==> config.mk <==
export PLATFORM = sky130hd
export DESIGN_NAME = radix4_booth_multiplier
export DESIGN_NICKNAME = d
export VERILOG_FILES = /design/src/rtl/radix4_booth_multiplier.sv
export SDC_FILE = /design/constraint.sdc
export NUM_CORES = 1
export LEC_CHECK = 0
export BUFFER_PORTS_ARGS = -buffer_cell sky130_fd_sc_hd__buf_4
export CORE_ASPECT_RATIO = 0.6
export CORE_UTILIZATION = 45
export CTS_BUF_LIST = sky130_fd_sc_hd__clkbuf_4 sky130_fd_sc_hd__clkbuf_8 sky130_fd_sc_hd__clkbuf_16
export CTS_CLUSTER_DIAMETER = 200
export CTS_CLUSTER_SIZE = 8
export DETAILED_ROUTE_END_ITERATION = 12
export PLACE_DENSITY = 0.64
export REMOVE_ABC_BUFFERS = 1
export SKIP_LAST_GASP = 1
export SYNTH_ARGS = -nofsm -noshare
export SYNTH_HDL_FRONTEND = slang
export SYNTH_SLANG_ARGS = --single-unit
export TNS_END_PERCENT = 20
==> constraint.sdc <==
create_clock -name clk -period 4.4 [get_ports clk]
set_input_delay 0.22 -clock clk [delete_from_list [all_inputs] [get_ports clk]]
set_output_delay 0.22 -clock clk [all_outputs]
set_load 0.01 [all_outputs]
==> src/rtl/radix4_booth_multiplier.sv <==
// Iterative radix-4 Booth multiplier: one Booth digit per clock, exact 2N-bit product.
// Build option RADIX4_MUL_ZERO_BYPASS_EN: a zero operand completes at the start edge.
module radix4_booth_multiplier #(
    parameter int N = 16
) (
    input  logic           clk,
    input  logic           rst,
    input  logic           start,
    input  logic           signedInput,
    input  logic [N-1:0]   x,
    input  logic [N-1:0]   y,
    output logic [2*N-1:0] p,
    output logic           done,
    output logic           busy,
    output logic [1:0]     state_dbg
);
    localparam int W  = N + 1;
    localparam int E  = W + (W % 2);
    localparam int K  = E / 2;
    localparam int MW = W + 1;
    localparam int AW = W + 2 + E;
    localparam int CW = $clog2(K + 1);

    localparam logic [1:0] IDLE = 2'b00;
    localparam logic [1:0] BUSY = 2'b01;
    localparam logic [1:0] DONE = 2'b10;

    // Handshake: start (with x, y, signedInput) is accepted only in IDLE or DONE;
    // busy is high for the K iteration cycles; done is a level that holds p
    // until the next accepted start or reset.

    logic [1:0]           state_q, state_d;
    logic signed [MW-1:0] x_q, x_d;
    logic [E-1:0]         y_q, y_d;
    logic                 yprev_q, yprev_d;
    logic signed [AW-1:0] acc_q, acc_d;
    logic [CW-1:0]        cnt_q, cnt_d;
    logic [2*N-1:0]       p_q, p_d;

    logic signed [MW-1:0] x_dbl;
    logic signed [MW-1:0] mult;
    logic signed [AW-1:0] sum;
    logic                 x_sgn;
    logic                 y_sgn;
`ifdef RADIX4_MUL_ZERO_BYPASS_EN
    logic                 zero_op;
`endif

    always_comb begin
        x_dbl = x_q <<< 1;
        mult  = '0;
        case ({y_q[1:0], yprev_q})
            3'b001, 3'b010: mult = x_q;
            3'b011:         mult = x_dbl;
            3'b100:         mult = -x_dbl;
            3'b101, 3'b110: mult = -x_q;
            default:        mult = '0;
        endcase
        // Multiple is added at the top of the accumulator, then the whole thing shifts down.
        sum = acc_q + {{(AW - MW - E){mult[MW-1]}}, mult, {E{1'b0}}};
    end

    always_comb begin
        x_sgn   = signedInput & x[N-1];
        y_sgn   = signedInput & y[N-1];
`ifdef RADIX4_MUL_ZERO_BYPASS_EN
        zero_op = (x == '0) || (y == '0);
`endif
        state_d = state_q;
        x_d     = x_q;
        y_d     = y_q;
        yprev_d = yprev_q;
        acc_d   = acc_q;
        cnt_d   = cnt_q;
        p_d     = p_q;

        case (state_q)
            IDLE, DONE: begin
                if (start) begin
                    x_d     = {x_sgn, x_sgn, x};
                    y_d     = {{(E - N){y_sgn}}, y};
                    yprev_d = 1'b0;
                    acc_d   = '0;
                    cnt_d   = '0;
                    state_d = BUSY;
`ifdef RADIX4_MUL_ZERO_BYPASS_EN
                    if (zero_op) begin
                        p_d     = '0;
                        state_d = DONE;
                    end
`endif
                end
            end
            BUSY: begin
                acc_d   = sum >>> 2;
                y_d     = {2'b00, y_q[E-1:2]};
                yprev_d = y_q[1];
                cnt_d   = cnt_q + 1'b1;
                if (cnt_q == CW'(K - 1)) begin
                    p_d     = acc_d[2*N-1:0];
                    state_d = DONE;
                end
            end
            default: state_d = IDLE;
        endcase
    end

    always_ff @(posedge clk or posedge rst) begin
        if (rst) begin
            state_q <= IDLE;
            x_q     <= '0;
            y_q     <= '0;
            yprev_q <= 1'b0;
            acc_q   <= '0;
            cnt_q   <= '0;
            p_q     <= '0;
        end else begin
            state_q <= state_d;
            x_q     <= x_d;
            y_q     <= y_d;
            yprev_q <= yprev_d;
            acc_q   <= acc_d;
            cnt_q   <= cnt_d;
            p_q     <= p_d;
        end
    end

    assign p         = p_q;
    assign done      = (state_q == DONE);
    assign busy      = (state_q == BUSY);
    assign state_dbg = state_q;

endmodule

Yosys cells after proc, flatten, opt, wreduce, memory -nomap -nowiden
Index checks and enable logic that the tools add are counted.
{ "op_classes": {"bitwise": 2, "n_reduce_logical": 9, "n_mux": 12, "addsub": 4, "n_eq_ne": 11} }
{ "op_table": {"columns": ["operator", "count"], "rows": [
  ["$pmux 37 s2", 1],
  ["$pmux 18 s4", 1],
  ["$add 37x37->37", 1],
  ["$mux 37", 1],
  ["$pmux 18 s2", 1],
  ["$mux 18", 1],
  ["$neg 17->18", 1],
  ["$neg 18->18", 1],
  ["$eq 3x3->1 const B", 3],
  ["$pmux 4 s2", 1],
  ["$reduce_and 2->1", 4],
  ["$eq 3x2->1 const B", 2],
  ["$reduce_or 2->1", 3],
  ["$add 4x1->4 const B", 1],
  ["$eq 4x4->1 const B", 1],
  ["$mux 2", 2],
  ["$mux 4", 1],
  ["$pmux 2 s2", 1],
  ["$eq 3x1->1 const B", 1],
  ["$and 1x1->1", 2],
  ["$eq 2x1->1 const B", 1],
  ["$eq 2x2->1 const B", 1],
  ["$logic_not 2->1", 1],
  ["$ne 2x1->1 const B", 1],
  ["4 further kinds", 4]
]} }
{ "totals": {"word_cells": 45, "inputBits": 36, "reg_bits": 111} }

Logic depth before layout (Yosys ltp)
{ "logic_depth": {"ltp_word": 5, "mapped_depth": 17, "ltp_nobuf": 15} }

Worst setup path before layout
No wires, ideal clock.
{ "synth_path": {"path_type": "reg-to-reg", "from": "register x_q[2]", "to": "register p_q[30] (netlist: p[30])", "stages_incl_launch_ff": 16, "setup_slack_ns": 0.659, "arrival_ns": 3.605, "period_less_slack_ns": 3.741, "path_cell_list": "dfrtp_1 buf_6 or4_1 buf_2 o41ai_1 xor2_1 inv_1 a221oi_1 a21oi_1 ha_1 a21o_1 a31o_2 or4_1 o22ai_1 xor2_1 o21ai_0"} }
{ "synth_between": {"elab_chain_len": 3} }
{ "synth_rtl": {"columns": ["element", "line_no", "rtl"], "rows": [
  ["start, declared", "33", "logic signed [MW-1:0] x_q, x_d;"],
  ["start signal, assigned", "111", "x_q <= '0;"],
  ["start signal, assigned", "119", "x_q <= x_d;"],
  ["$neg 18->18 or $neg 17->18 (tied branches)", "55, 56", null],
  ["$pmux 18 s4 (*)", "52", "case ({y_q[1:0], yprev_q})"],
  ["$add 37x37->37 (*)", "60", "sum = acc_q + {{(AW - MW - E){mult[MW-1]}}, mult, {E{1'b0}}};"],
  ["end signal, assigned", "124", "p_q <= p_d;"],
  ["end, declared", "38", "logic [2*N-1:0] p_q, p_d;"]
]} }
Mark *: on every way between the ends. The rest lies on a longest branch, timed or not.
A chain may end at the register's enable or synchronous reset.

Worst setup path after layout
{ "layout_path": {"from": "register x_q[1]", "to": "register p_q[27] (netlist: p[27])"} }
The elaborated chain is that of the path after synthesis.

==> flow_summary.json <==
{
  "final.min_clock_period_ns": 4.01,
  "rsz0062_at_grt": "no",
  "via_per_inst": 5.67,
  "diodes": 0,
  "die_h_um": 91.6,
  "cts_tree": "done",
  "crit_arrival_ns": 4.25,
  "synth_cells": 682,
  "rows": 32,
  "final.setup.tns_ns": 0,
  "grt.overflow.total": 0,
  "worstMarginPinSlew_ns": 1.21,
  "grt_max_degree": 73,
  "max_slew_margin": 0.190,
  "synthTopCellsByArea": "dfrtp_1 44%, nand2_1 12%, ha_1 4.4%",
  "io_buffer_count": 71,
  "clockRootBuffer": "clkbuf_16",
  "wl_met3_um": 726,
  "fmax_mhz": 249,
  "synth_warnings": 0,
  "startpoint_type": "flop",
  "die_area_um2": 13900,
  "finClkSkew_ns": 0.00889,
  "setup_violations": 0,
  "grt_pass1_vias": 4852,
  "drive_above_1_share": 0.169,
  "firstDrtPassIters": 5,
  "cts.sinks": 106,
  "status": "finished, final reports clean",
  "path_class": "flop to flop",
  "yosysSeqAreaShare": 0.441,
  "area_growth_pct": 16.2,
  "drc": 0,
  "cts_resized": 0,
  "maxCapViolCount": 0,
  "hold_class": "input port to asynchronous set/reset pin",
  "grt_pass1_wl_um": 24400,
  "synth.top_cell.area_share": 0.441,
  "postCtsHoldBufs": 0,
  "fin_crit_sh": 0.911,
  "cp_max_fo": 7,
  "hold_viol_final": 0,
  "clk_pin_slew_ns": 0.08,
  "cp.required_ns": 4.64,
  "drt-met1-wl_um": 7420,
  "synthesis.area_um2": 6020,
  "worstSetupEndpointType": "flop",
  "clk_latency_ns": 0.35,
  "num_vias": 5134,
  "fin_area_um2": 6990,
  "yosys_most_used_dff": "dfrtp_1",
  "wl_per_cell_um": 16.1,
  "antenna_found_initial": 0,
  "ant_nets": 0,
  "ios": 72,
  "clock_tree.buffer_depth": 2,
  "htree_levels": 3,
  "synth-edff-count": 0,
  "synth_largest_area_cell": "dfrtp_1",
  "n_fill_cell": 1194,
  "avgSynthCellArea_um2": 8.82,
  "initial_core_util": 0.465,
  "place_area_um2": 6700,
  "post_cts_buffers": 0,
  "grt_use_total": 0.223,
  "top_layer": "met4",
  "hpwl_um": 10100,
  "drt_iter0_drc": 437,
  "ys_ff_latch": 106,
  "coreArea_um2": 12900,
  "die_x_um": 151,
  "ys_async_sr_fraction": 1.00,
  "wl_met2_um": 6240,
  "finalMaxSlewViolations": 0,
  "cts_buffers": 9,
  "drt-total-wl_um": 14600,
  "yosys.cell_types.count": 59,
  "gp_congestion": 0.855,
  "layout.nets": 788
}
[critical path, stage by stage (launching register included)]
cell and delay (ns):
dfrtp_1 0.41, inv_1 0.11, ha_1 0.20, or4b_4 0.55
nand2b_1 0.21, o211ai_1 0.20, o211ai_1 0.12, a31oi_1 0.22
ha_1 0.33, and3_1 0.28, a221o_1 0.30, a21oi_1 0.15
o21ai_0 0.27, xor2_1 0.24, mux2_2 0.30
[registers in the layout (all words and copies together) (netlist names)]
register and flops:
acc_q 33, cnt_q 4, p 32, state_dbg 2, x_q 17, y_q 17, yprev_q 1
[synthesized netlist by cell type (13+ instances only)]
cell type    n
a21oi_1     41
a22o_1      26
a22oi_1     19
clkbuf_1    41
dfrtp_1    106
ha_1        21
nand2_1    185
nand3_1     13
nor2_1      30
o21ai_0     27
xnor2_1     15
[layer usage]
layer | global-route usage | vias to the layer above
met1 | 0.332 | 2482
met3 | 0.0412 | 17
li1 | - | 2490
met4 | 0.0625 | 0
met5 | 0 | -
met2 | 0.328 | 145
[layout by cell type (no fill, tap or decap), types with 3 or more instances in the layout]
cell       count
a211oi_1       5
a21o_1        12
a21oi_1       41
a221o_1        8
a22o_1        26
a22oi_1       19
a31o_2         3
a31oi_1        5
buf_4         87
clkbuf_16      9
dfrtp_1      106
ha_1          21
inv_1          8
mux2_2         7
mux2i_1       11
nand2_1      185
nand2b_1       5
nand3_1       13
nand4_1        5
nor2_1        28
nor2b_1        4
nor3_1        11
o21ai_0       27
o221ai_1       3
o31ai_1        3
xnor2_1       15
xor2_1        12
[path summary, 6_finish.rpt]
check | to | slack (ns) | start | depth (start not counted)
worst min register to register | p[22] | 0.48 | p[22] | 2
max in group asynchronous | x_q[9] | 3.35 | rst | 3
worst min-delay path | acc_q[4] | 0.04 | rst | 2
worst max-delay path | p[27] | 0.39 | x_q[1] | 14
min in group clk | x_q[4] | 0.05 | x[4] | 3
worst max register to register | p[27] | 0.39 | x_q[1] | 14
[cell families (layout without fill, tap and decap cells)]
kind of cell               after synthesis  count (layout)  synth area share
muxes                                   18              18            0.0314
xor gates and xnor gates                27              27            0.0393
AOI/OAI and AO/OA                      173             173             0.200
adders and majority gates               22              22            0.0470
DFF                                    106             106             0.441
and+or+nand+nor                        275             275             0.201
buffers and inverters                   61             114            0.0412
[through the flow]
step           hold slack (ns)  setup WS (ns)   util  cells
4_1_cts                 0.0400          0.322  0.541    905
3_5_place_dp             0.414          0.356  0.518    889
5_1_grt                 0.0573          0.103  0.541    905
2_1_floorplan            0.325          0.459      -    632
3_3_place_gp             0.411          0.382  0.518    889
6_report                0.0443          0.390  0.541    905
[final cells by class]
type | instances | area [µm²] | share of cell area
clock buffer | 10 | 239 | 0.0342
clock inverter | 6 | 56.3 | 0.00805
inverter | 11 | 43.8 | 0.00626
multi-input combinational | 515 | 3140 | 0.448
sequential | 106 | 2650 | 0.379
tap | 170 | 213 | 0.0304
timing repair buffer | 87 | 653 | 0.0934
Power is left out: the tool's default activity adds up to more than one toggle a clock period on the data nets, which glitch-free logic cannot reach.
